===== src/rtl/spi_cmd_regfile.sv =====
// SPI mode-0 slave: command byte (rw + 7-bit addr) followed by auto-incrementing data bytes into a register bank.
// Optional sck-stall abort is compiled in with `define SPICMD_TIMEOUT_EN.
module spi_cmd_regfile #(
    parameter int         NUM_REGS    = 8,
    parameter int         SYNC_STAGES = 2,
    parameter logic [7:0] ID_VALUE    = 8'hD4,
    parameter logic [7:0] REG_RST     = 8'h00,
    parameter int         TIMEOUT_CYC = 4096
) (
    input  logic                    clk,
    input  logic                    rst_n,
    input  logic                    ncs,
    input  logic                    sck,
    input  logic                    mosi,
    output logic                    miso,
    output logic [NUM_REGS*8-1:0]   reg_q,
    output logic [NUM_REGS-1:0]     wr_strobe,
    output logic                    frame_done,
    output logic                    cmd_err
);

    typedef enum logic [1:0] {IDLE, CMD, DATA, WAIT_NCS} state_t;

    localparam logic [6:0] LAST_ADDR = 7'(NUM_REGS - 1);
    localparam logic [6:0] NREGS_A   = 7'(NUM_REGS);
    localparam logic [6:0] ID_ADDR   = 7'h7F;

    logic [SYNC_STAGES-1:0] ncs_sync_q, sck_sync_q, mosi_sync_q;
    logic                   sck_prev_q;
    logic                   ncs_s, sck_s, mosi_s, sck_rise, sck_fall;

    state_t      state_q;
    logic [2:0]  bit_cnt_q;
    logic [6:0]  rx_q;
    logic [7:0]  tx_q;
    logic        rw_q;
    logic [6:0]  addr_q;
    logic        cmd_done_q;
    logic        armed_q;
    logic        miso_q, frame_done_q, cmd_err_q;

    logic [7:0]  rx_next;
    logic [6:0]  addr_inc;
    logic        nb_rw;
    logic [6:0]  nb_addr;
    logic [7:0]  rd_val, next_byte;
    logic        wr_en;
    logic        timeout;
    logic [7:0]  regs_rd [NUM_REGS];

    always_ff @(posedge clk or negedge rst_n) begin
        if (!rst_n) begin
            ncs_sync_q  <= '0;
            sck_sync_q  <= '0;
            mosi_sync_q <= '0;
            sck_prev_q  <= 1'b0;
        end else begin
            ncs_sync_q  <= {ncs_sync_q[SYNC_STAGES-2:0], ncs};
            sck_sync_q  <= {sck_sync_q[SYNC_STAGES-2:0], sck};
            mosi_sync_q <= {mosi_sync_q[SYNC_STAGES-2:0], mosi};
            sck_prev_q  <= sck_s;
        end
    end

    assign ncs_s    = ncs_sync_q[SYNC_STAGES-1];
    assign sck_s    = sck_sync_q[SYNC_STAGES-1];
    assign mosi_s   = mosi_sync_q[SYNC_STAGES-1];
    assign sck_rise = sck_s & ~sck_prev_q;
    assign sck_fall = ~sck_s & sck_prev_q;
    assign rx_next  = {rx_q, mosi_s};

    // Reserved and unimplemented addresses hold still; the last implemented one wraps.
    always_comb begin
        addr_inc = addr_q;
        if (addr_q == LAST_ADDR)
            addr_inc = 7'd0;
        else if (addr_q < NREGS_A)
            addr_inc = addr_q + 7'd1;
    end

    always_comb begin
        nb_rw   = (state_q == CMD) ? rx_next[7]   : rw_q;
        nb_addr = (state_q == CMD) ? rx_next[6:0] : addr_inc;
        rd_val  = 8'hFF;
        for (int i = 0; i < NUM_REGS; i++)
            if (nb_addr == 7'(i))
                rd_val = regs_rd[i];
        next_byte = 8'h00;
        if (nb_rw)
            next_byte = (nb_addr == ID_ADDR) ? ID_VALUE : rd_val;
    end

    assign wr_en = (state_q == DATA) && !ncs_s && sck_rise && (bit_cnt_q == 3'd7)
                   && !rw_q && (addr_q < NREGS_A);

`ifdef SPICMD_TIMEOUT_EN
    localparam int TO_W = $clog2(TIMEOUT_CYC + 1);
    logic [TO_W-1:0] to_cnt_q;
    logic            to_active;

    assign to_active = ((state_q == CMD) || (state_q == DATA)) && !ncs_s && !sck_rise && !sck_fall;
    assign timeout   = to_active && (to_cnt_q == TO_W'(TIMEOUT_CYC - 1));

    always_ff @(posedge clk or negedge rst_n) begin
        if (!rst_n)
            to_cnt_q <= '0;
        else if (to_active && !timeout)
            to_cnt_q <= to_cnt_q + TO_W'(1);
        else
            to_cnt_q <= '0;
    end
`else
    wire unused_timeout_cyc = (TIMEOUT_CYC == 0);
    assign timeout = 1'b0;
`endif

    always_ff @(posedge clk or negedge rst_n) begin
        if (!rst_n) begin
            state_q      <= IDLE;
            bit_cnt_q    <= 3'd0;
            rx_q         <= 7'd0;
            tx_q         <= 8'd0;
            rw_q         <= 1'b0;
            addr_q       <= 7'd0;
            cmd_done_q   <= 1'b0;
            armed_q      <= 1'b0;
            miso_q       <= 1'b0;
            frame_done_q <= 1'b0;
            cmd_err_q    <= 1'b0;
        end else begin
            frame_done_q <= 1'b0;
            cmd_err_q    <= 1'b0;
            // After a reset we only accept a frame once ncs has been seen high.
            if (ncs_s)
                armed_q <= 1'b1;
            if (state_q != IDLE && ncs_s) begin
                state_q      <= IDLE;
                frame_done_q <= cmd_done_q;
                cmd_done_q   <= 1'b0;
                miso_q       <= 1'b0;
                bit_cnt_q    <= 3'd0;
            end else begin
                case (state_q)
                    IDLE: begin
                        if (!ncs_s && armed_q) begin
                            state_q    <= CMD;
                            bit_cnt_q  <= 3'd0;
                            tx_q       <= 8'd0;
                            miso_q     <= 1'b0;
                            cmd_done_q <= 1'b0;
                        end
                    end
                    CMD, DATA: begin
                        if (timeout) begin
                            state_q    <= WAIT_NCS;
                            cmd_err_q  <= 1'b1;
                            cmd_done_q <= 1'b0;
                            miso_q     <= 1'b0;
                            tx_q       <= 8'd0;
                            bit_cnt_q  <= 3'd0;
                        end else if (sck_rise) begin
                            rx_q      <= rx_next[6:0];
                            bit_cnt_q <= bit_cnt_q + 3'd1;
                            if (bit_cnt_q == 3'd7) begin
                                tx_q <= next_byte;
                                if (state_q == CMD) begin
                                    state_q    <= DATA;
                                    rw_q       <= rx_next[7];
                                    addr_q     <= rx_next[6:0];
                                    cmd_done_q <= 1'b1;
                                    if (rx_next[6:0] >= NREGS_A && rx_next[6:0] != ID_ADDR)
                                        cmd_err_q <= 1'b1;
                                end else begin
                                    addr_q <= addr_inc;
                                end
                            end
                        end else if (sck_fall) begin
                            miso_q <= tx_q[7];
                            tx_q   <= {tx_q[6:0], 1'b0};
                        end
                    end
                    default: ;
                endcase
            end
        end
    end

    genvar gi;
    generate
        for (gi = 0; gi < NUM_REGS; gi++) begin : g_reg
            logic [7:0] r_q;
            logic       st_q;
            logic       hit;

            assign hit = wr_en && (addr_q == 7'(gi));

            always_ff @(posedge clk or negedge rst_n) begin
                if (!rst_n) begin
                    r_q  <= REG_RST;
                    st_q <= 1'b0;
                end else begin
                    st_q <= hit;
                    if (hit)
                        r_q <= rx_next;
                end
            end

            assign regs_rd[gi]      = r_q;
            assign reg_q[8*gi +: 8] = r_q;
            assign wr_strobe[gi]    = st_q;
        end
    endgenerate

    assign miso       = miso_q;
    assign frame_done = frame_done_q;
    assign cmd_err    = cmd_err_q;

endmodule


===== config.mk =====
export PLATFORM = sky130hd
export DESIGN_NAME = spi_cmd_regfile
export DESIGN_NICKNAME = d
export VERILOG_FILES = /design/src/rtl/spi_cmd_regfile.sv
export SDC_FILE = /design/constraint.sdc
export NUM_CORES = 1
export LEC_CHECK = 0
export BUFFER_PORTS_ARGS = -buffer_cell sky130_fd_sc_hd__buf_2
export CAP_MARGIN = 25
export CORE_ASPECT_RATIO = 0.8
export CORE_UTILIZATION = 25
export CTS_CLUSTER_DIAMETER = 50
export DETAILED_ROUTE_END_ITERATION = 7
export SYNTH_ARGS = -nofsm -noshare
export SYNTH_HDL_FRONTEND = slang
export SYNTH_SLANG_ARGS = --single-unit

===== constraint.sdc =====
create_clock -name clk -period 3.7 [get_ports clk]
set_clock_uncertainty 0.2 [all_clocks]
set_input_delay 0.555 -clock clk [delete_from_list [all_inputs] [get_ports clk]]
set_output_delay 0.555 -clock clk [all_outputs]
set_load 0.005 [all_outputs]

-- After elaboration in Yosys (flattened, before gate mapping)
Index checks and enable logic that the tools add are counted.
- bits of input ports: 5
- bits in registers: 112
- word-level logic and storage cells: 145
- output and inout port bits: 75
- reduce and logical (&&, ||, !) cells: 31
- multiplexer cells: 46
- $add $sub $neg: 2
- equality and inequality tests: 28
- bitwise logic cells: 5
- $lt $le $gt $ge: 2
- operator list (kind ; number):
    two-way mux 8 bit ; 14
    == test 7 x 3 -> 1 bit, second input constant ; 8
    == test 7 x 2 -> 1 bit, second input constant ; 4
    != test 3 bit, second input constant ; 8
    two-way mux 7 bit ; 3
    logical AND 1 bit ; 16
    two-way mux 1 bit ; 16
    one-hot mux 8 bit (2 select lines) ; 1
    == test 7 x 1 -> 1 bit, second input constant ; 2
    logical NOT 7 bit ; 2
    two-way mux 2 bit ; 5
    AND reduction 5 bit ; 2
    two-way mux 3 bit ; 3
    AND reduction 4 bit ; 2
    adder 7 x 1 -> 7 bit, second input constant ; 1
    == test 7 bit, second input constant ; 1
    greater-or-equal comparator 7 x 4 -> 1 bit, second input constant ; 1
    less-than comparator 7 x 4 -> 1 bit, second input constant ; 1
    != test 7 bit, second input constant ; 1
    one-hot mux 3 bit (2 select lines) ; 1
    AND reduction 3 bit ; 2
    one-hot mux 1 bit (2 select lines) ; 2
    one-hot mux 2 bit (2 select lines) ; 1
    nonzero test 2 bit ; 2
    11 further kinds ; 15

-- Depth between registers and ports, before layout
Gate-level depths: netlist (run 1).
- word-level depth: 18
- gate-level depth with buffers: 11
- mapped depth without buffers: 9

-- Least setup slack after synthesis (run 1)
Ideal clock, no wire load.
- path kind: reg2reg
- start point: reg addr_q[1]
- end point: reg tx_q[0]
- path buffers: 2
- period minus slack after synthesis: 2781 ps
- stages on the path, launching flop included: 11
- path slack: 919 ps
- data required time: 3374 ps
- setup time: 126 ps
- arrival time: 2455 ps
- cells stage by stage: dfrtp_1 -> ha_1 -> clkbuf_1 -> a21boi_0 -> a211oi_2 -> or2_1 -> buf_6 -> or4_4 -> nand2_4 -> a31oi_1 -> o32a_1
- word-level cells in the longest chain between the ends: 18
- elaborated cells between the ends (all ways): 28
- those cells by class: 1 x add/sub; 1 x order compare; 9 x eq/ne; 16 x mux; 1 x reduce/logical
- ends and longest elaborated chain (what ; RTL line ; source):
    start, declared ; 37 ; logic [6:0] addr_q;
    start signal, assigned ; 169 ; addr_q <= rx_next[6:0];
    start signal, assigned ; 174 ; addr_q <= addr_inc;
    adder 7 x 1 -> 7 bit or less-than comparator 7 x 4 -> 1 bit (tied branches) ; 78, 77 ;
    two-way mux 7 bit ; 77 ; else if (addr_q < NREGS_A)
    two-way mux 7 bit * ; 75 ; if (addr_q == LAST_ADDR)
    two-way mux 7 bit * ; 83 ; nb_addr = (state_q == CMD) ? rx_next[6:0] : addr_inc;
    logical NOT 7 bit ; 86 ; if (nb_addr == 7'(i))
    two-way mux 8 bit (8 in a row) ; 86 ;
    two-way mux 8 bit * ; 90 ; next_byte = (nb_addr == ID_ADDR) ? ID_VALUE : rd_val;
    two-way mux 8 bit * ; 89 ; if (nb_rw)
    two-way mux 8 bit * ; 164 ; if (bit_cnt_q == 3'd7) begin
    two-way mux 8 bit * ; 161 ; end else if (sck_rise) begin
    one-hot mux 8 bit (2 select lines) * ; 143 ; case (state_q)
    end signal, assigned ; 165 ; tx_q <= next_byte;
    end signal, assigned ; 179 ; tx_q <= {tx_q[6:0], 1'b0};
    end, declared ; 35 ; logic [7:0] tx_q;
Mark *: on every way between the ends. The rest lies on a longest branch, timed or not. The select of a mux whose other input is x is not followed.
A chain may end at the register's enable or synchronous reset.

-- Worst setup path in the final report (run 1)
- start point: reg addr_q[1]
- end point: reg tx_q[5]
Same word-level chain as after synthesis.

==> impl_results.md, run 1 <==
- Startpoint Class: flop
- Async S/R FF share, synth: 1.00
- Critical path class: flop to flop
- GRT Overall Usage: 0.145
- Post-Route WL: between 15000 and 20000 um
- Crit path arrival time: 3.24 ns
- Leakage power: roughly 3.2 nW
- Post-layout minimum cycle time: 3.16 ns
- Largest net degree at the start of global routing: 54
- Root Buffer: clkbuf_16
- Worst min path class: input port to async pin
- Main synth FF type: dfrtp_1
- Htree depth: 3
- Vias: ~4200
- Ratio of cells with drive above 1 in the final layout: 0.333
- CP endpoint kind: flop
- Hpwl dp: about 11000 um
- Yosys warning count: 0
- Setup Viol. Count Final: 0
- Crit-path max cell delay: 0.50 ns
- Global-route wire length before repair: roughly 24000 um
- Num rows: 47
- Final GP Congestion: roughly 0.88
- CP Buf/Inv Count: 1
- Max clock buf depth: 2
- Rel. slew slack: 0.365
- Hold WS: 0.0523 ns
- Die ar.: between 20000 and 25000 um^2
- Worst setup margin: around 0.54 ns
- Vias in the first global route: between 3000 and 4000
- Drt first pass iters: 5
- Post-synthesis cell type count: 57
- Commonest non-fill, non-tap cell in the layout: dfrtp_1
- Crit path cell chain: ha_1, a21boi_0, a211oi_2, or2_1, buf_4, nand2_1, a22o_1, a221o_1, o21ai_1
- Avg WL per Cell: approximately 19 um
- Final setup TNS: 0 ns
- Syn_nets: around 520
- Power per cell area: approximately 550 nW/um^2
- R2R cell count: 9
- Cts-stage hold buffer count: 0
- Design area: ~6500 um^2
- IO buf count: 79
- Final hold violations: 0
- Crit path from: addr_q[1]$_DFFE_PN0P_
- Period utilization: 0.854
- Gate Count Post-Synth: 502
- Placed insts: 829
- Initial DRC count: between 400 and 500
- Global route overflow: 0
- Max-cap viol count: 0
- Clock transition at path regs: approximately 0.070 ns
- VDD IR max: 0.287 mV
- Layout Utilization: 0.308
- Residual DRC: 0
- Run status: finished clean
- ANT cells: 0
- Initial Util: 0.258
- Worst EP required: between 3 and 4 ns
- Max Freq: approximately 320 MHz
- Max Slew Vio Count: 0
- Area post-placement: ~6000 um^2
- Worst r2r src: addr_q[1]$_DFFE_PN0P_
- Setup bufs post-CTS: 0
- RSZ-0062 raised after global routing: false
- Post-CTS Resized: 0
- Synth Cell Area: 5420 um^2
- Num CTS Buffers: 9
- Final #Nets: 587
- CTS tree: built
- Die X: 167 um
- DP Worst Slack: just over 0.6 ns
- Core area: 21000 um^2
- Crit-path max FO: 10
- Die H: 134 um
- Sink Count: between 100 and 150
- Mapped Avg Cell Area: 10.8 um^2
- Slowest cell on crit path: dfrtp_1
- Post-synth EDFFs: 0
- Initial antenna violation count: 0
- Most frequent cells in the layout: dfrtp_1 (111), buf_2 (78), mux2_2 (70)
- Clk_lat worst skew: roughly 0.35 ns
- Worst-Margin Slew: approximately 0.94 ns
- Synth Register Bits: approximately 110
- # IOs: 80
- Non-filler cells, final: 845
- Crit path max-delay family: compound AO/OA/AOI/OAI gates
- Post-route ant nets: 0
- Area Growth Syn to Fin: 19.1%
- Final Power: 3.54 mW
- Stages on the worst setup path: 9
- Seq/Total Area, Yosys: 0.512
- Drt via density: roughly 5
[cells by family (layout without fill, tap and decap cells)]
kind of cell	Yosys count	in the layout	share of synthesized area
buffers and inverters	53	127	0.0452
DFF	111	111	0.512
AOI/OAI and AO/OA	95	95	0.117
adders and majority gates	11	11	0.0254
muxes	81	81	0.166
and+or+nand+nor	151	151	0.135
[per-layer routing]
layer,part of all wire,track usage,routed length [um],up-vias
li1,-,-,-,1910
met5,0,0,0,-
met3,0.066,0.0315,1030,6
met1,0.52,0.230,8180,2095
met4,0.0038,0.0221,59,0
met2,0.41,0.199,6410,148
[synthesized netlist by cell type, drive strengths merged (3+ instances only)]
cell type / number / area, um^2
o21ai: 18 / 90.1
nand2b: 5 / 31.3
a211oi: 3 / 27.5
nor3: 13 / 65.1
a311o: 4 / 40.0
nor4: 5 / 46.3
dfrtp: 111 / 2780
nor2b: 3 / 18.8
ha: 11 / 138
inv: 14 / 52.6
a21oi: 32 / 160
buf: 15 / 103
and2: 6 / 37.5
clkbuf: 24 / 90.1
nand2: 67 / 259
or4: 4 / 37.5
a22oi: 3 / 22.5
nor2: 26 / 97.6
nand3: 7 / 35.0
a22o: 11 / 96.3
a21o: 3 / 22.5
or2: 4 / 25.0
mux2i: 11 / 110
a31oi: 3 / 18.8
nand4: 5 / 31.3
mux2: 70 / 788
[worst paths after layout]
| path | slack [ns] | to |
|---|---|---|
| setup / recovery | 0.54 | tx_q[5]$_DFFE_PN0P_ |
| hold / removal | 0.05 | frame_done$_DFF_PN0_ |
| setup reg to reg | 0.54 | tx_q[5]$_DFFE_PN0P_ |
| hold reg to reg | 0.15 | ncs_sync_q[1]$_DFF_PN0_ |
| max in group asynchronous | 2.49 | g_reg[7].r_q[0]$_DFFE_PN0P_ |
| min in group clk | 0.11 | ncs_sync_q[0]$_DFF_PN0_ |
[sequential cells by signal (all words and copies together), names as in the netlist, 2 cells and up]
name and cells:
sck_sync_q 2, addr_q 7, ncs_sync_q 2, g.r_q 64, rx_q 7, bit_cnt_q 3
g.st_q 8, mosi_sync_q 2, tx_q 8, state_q 2
[where the power goes]
| part | switching (mW) | total [mW] | internal, mW |
|---|---|---|---|
| clock | 0.448 | 1.13 | 0.681 |
| sequential | 0.132 | 1.39 | 1.26 |
| combinational | 0.678 | 1.02 | 0.340 |
[layout make-up]
cell class              instances  area (um^2)
fillers                      2139        14500
flip-flops and latches        111         2780
multi-input cells             338         2400
repair buffers                 97          546
well taps                     269          337
clock buffers                  11          243
clock inverters                 5          105
inverters                      14         52.6
Note: power is estimated with default switching activity, not from simulation.
==> run 2: changes to the inputs <==
--- a/config.mk
+++ b/config.mk
@@ -9,6 +9,7 @@
 export CAP_MARGIN = 25
 export CORE_ASPECT_RATIO = 0.8
 export CORE_UTILIZATION = 25
+export CTS_BUF_LIST = sky130_fd_sc_hd__clkbuf_4 sky130_fd_sc_hd__clkbuf_8
 export CTS_CLUSTER_DIAMETER = 50
 export DETAILED_ROUTE_END_ITERATION = 7
 export SYNTH_ARGS = -nofsm -noshare
==> run 2 against run 1 <==
Non-clock buffer count did not move. Via count rose by 1.2%. Critical endpoint unchanged. Sequential share of layout area rose by 0.66 points. Flip-flop and latch count did not move. Combinational power barely moved. Clock power fell by 21%. Core utilization fell by 0.46 points. Critical path type unchanged. Design area fell by 1.5%. Worst setup slack improved by 0.0011 ns. Die area did not move. Global-route usage fell by 0.064 points.
==> impl_results.md, run 2 (synthesis results as in run 1) <==
- DP Worst Slack: 0.613 ns (unchanged)
- Post-CTS Resized: 0 (unchanged)
- Core area: 21000 um^2 (unchanged)
- Max Freq: 316 MHz (about the same)
- Num CTS Buffers: 9 (unchanged)
- Area of the multi-input gates: 2400 um^2 (unchanged)
- Clk pwr share: 0.271 (-0.048)
- Die H: 134 um (unchanged)
- Clock transition at path regs: 0.10 ns (+0.03 ns)
- Initial antenna violation count: 0 (unchanged)
- Slowest cell on crit path: dfrtp_1
- IO buf count: 79 (unchanged)
- Post-route ant nets: 0 (unchanged)
- Ratio of cells with drive above 1 in the final layout: 0.335 (+0.00174)
- Most frequent cells in the layout: dfrtp_1 (111), buf_2 (78), mux2_2 (70)
- Critical path class: flop to flop
- Period utilization: 0.854 (about the same)
- Crit path cell chain: ha_1, a21boi_0, a211oi_2, or2_1, buf_4, nand2_1, a22o_1, a221o_1, o21ai_1
- Initial Util: 0.258 (unchanged)
- NetSw: 1.23 mW (-2.1%)
- CTS tree: built
- Vias: 4208 (+1.2%)
- Share of power burned in registers: 0.422 (+0.029)
- Die ar.: 22300 um^2 (unchanged)
- Initial DRC count: 419 (-11%)
- Global route overflow: 0 (unchanged)
- Area post-placement: 6110 um^2 (unchanged)
- Final GP Congestion: 0.878 (unchanged)
- Rel. slew slack: 0.356 (-0.00949)
- CP endpoint kind: flop
- Power per cell area: 520 nW/um^2 (-5.1%)
- GRT Overall Usage: 0.144 (-0.000640)
- Post-layout minimum cycle time: 3.16 ns (-0.00109 ns)
- Comb pwr share: 0.308 (+0.020)
- Number of flip-flops in the largest register: 64 (unchanged)
- Worst setup margin: 0.540 ns (+0.00109 ns)
- Run status: finished clean
- Worst-Margin Slew: 0.959 ns (+0.0141 ns)
- Crit-path max FO: 10 (unchanged)
- Design area: 6360 um^2 (-1.5%)
- # IOs: 80 (unchanged)
- Largest register by flop count: g.r_q
- Worst reg-to-reg setup slack: 0.54 ns (about the same)
- Int Pwr: 2.07 mW (-9.0%)
- Worst EP required: 3.80 ns (+0.03 ns)
- R2R cell count: 9 (unchanged)
- Area Growth Syn to Fin: 17.3%
- Max Slew Vio Count: 0 (unchanged)
- Crit path arrival time: 3.26 ns (+0.02 ns)
- Avg WL per Cell: 18.5 um (-0.27%)
- Setup Viol. Count Final: 0 (unchanged)
- Max-cap viol count: 0 (unchanged)
- Startpoint Class: flop
- Worst min path class: input port to async pin
- Residual DRC: 0 (unchanged)
- Sw Share: 0.372 (+0.0169)
- Final Power: 3.31 mW (-6.5%)
- Layout Utilization: 0.303 (-0.00465)
- Root Buffer: clkbuf_8
- Global-route wire length before repair: 24400 um (-0.17%)
- Largest net degree at the start of global routing: 54 (unchanged)
- Cts-stage hold buffer count: 0 (unchanged)
- Final #Nets: 587 (unchanged)
- Worst r2r dst: tx_q[5]$_DFFE_PN0P_
- Drt first pass iters: 5 (unchanged)
- VDD IR max: 0.236 mV (-18%)
- ANT cells: 0 (unchanged)
- Final hold violations: 0 (unchanged)
- Leakage power: 3.17 nW (-1.3%)
- Die X: 167 um (unchanged)
- Commonest non-fill, non-tap cell in the layout: dfrtp_1
- Post-Route WL: 15600 um (-0.27%)
- Sink Count: 111 (unchanged)
- Vias in the first global route: 3999 (+0.68%)
- Hpwl dp: 11500 um (unchanged)
- Htree depth: 3 (unchanged)
- FILL cells: 2159 (+0.94%)
- Clk_lat worst skew: 0.38 ns (+0.03 ns)
- Register Area: 2780 um^2 (unchanged)
- RSZ-0062 raised after global routing: false
- Max clock buf depth: 2 (unchanged)
- Drt via density: 4.98 (+1.2%)
- Crit-path max cell delay: 0.51 ns (about the same)
- Final setup TNS: 0 ns (unchanged)
- Worst r2r src: addr_q[1]$_DFFE_PN0P_
- Num rows: 47 (unchanged)
- Largest regs: g.r_q: 64 flops, g.st_q: 8 flops, tx_q: 8 flops
- Setup bufs post-CTS: 0 (unchanged)
[run 2: cell types whose count changed in the layout (fill, tap and decap cells not counted)]
cell,previous run,this run
clkbuf_1,1,0
clkbuf_4,0,1
clkbuf_16,9,0
clkbuf_8,1,10
[run 2: through the flow]
| stage | std cells | hold WS (ns) |
|---|---|---|
| 6_report | 845 | 0.0204 |
| 5_1_grt | 845 | 0.0575 |
| 4_1_cts | 845 | 0.0387 |
| 3_5_place_dp | 829 | 0.136 |
| 3_3_place_gp | 829 | 0.134 |
| 2_1_floorplan | 502 | 0.0594 |
[run 2: worst max-delay path by stage]
| stage | start | to | slack (ns) | cells after the start |
|---|---|---|---|---|
| after floorplan | addr_q[1]$_DFFE_PN0P_ | tx_q[0]$_DFFE_PN0P_ | 0.92 | 10 |
| after global placement | state_q[1]$_DFFE_PN0P_ | tx_q[0]$_DFFE_PN0P_ | 0.63 | 9 |
| after detailed placement | addr_q[1]$_DFFE_PN0P_ | tx_q[7]$_DFFE_PN0P_ | 0.61 | 10 |
| after CTS | addr_q[1]$_DFFE_PN0P_ | tx_q[5]$_DFFE_PN0P_ | 0.58 | 9 |
| after global routing | addr_q[1]$_DFFE_PN0P_ | tx_q[5]$_DFFE_PN0P_ | 0.32 | 9 |
| final | addr_q[1]$_DFFE_PN0P_ | tx_q[5]$_DFFE_PN0P_ | 0.54 | 9 |
[run 2: routing by layer]
layer	wire length (um)	GRT usage	up-vias
li1	-	-	1916
met2	6410	0.200	167
met5	0	0	-
met4	75	0.0221	0
met1	8020	0.228	2116
met3	1120	0.0321	9
[run 2: layout make-up]
type / count / share of cell area
clock buffer: 11 / 0.0228
clock inverter: 5 / 0.0165
inverter: 14 / 0.00826
multi-input combinational: 338 / 0.377
sequential: 111 / 0.436
tap: 269 / 0.0529
timing repair buffer: 97 / 0.0857
[run 2: worst max-delay path, delay by kind of cell (launching register included)]
family / cells / cell delay, ns
adders and majority gates: 1 / 0.43
DFF: 1 / 0.51
AOI/OAI and AO/OA: 5 / 1.25
buffers and inverters: 1 / 0.25
and+or+nand+nor: 2 / 0.46
[run 2: power by group through the flow]
stage                     sequential (mW)  combinational (mW)  clock [mW]
final                                1.39                1.02       0.895
after global routing                 1.40                1.10       0.958
after global placement               1.41               0.980           0
after detailed placement             1.41               0.986           0
after floorplan                      1.32               0.714           0
after CTS                            1.39               0.994       0.916
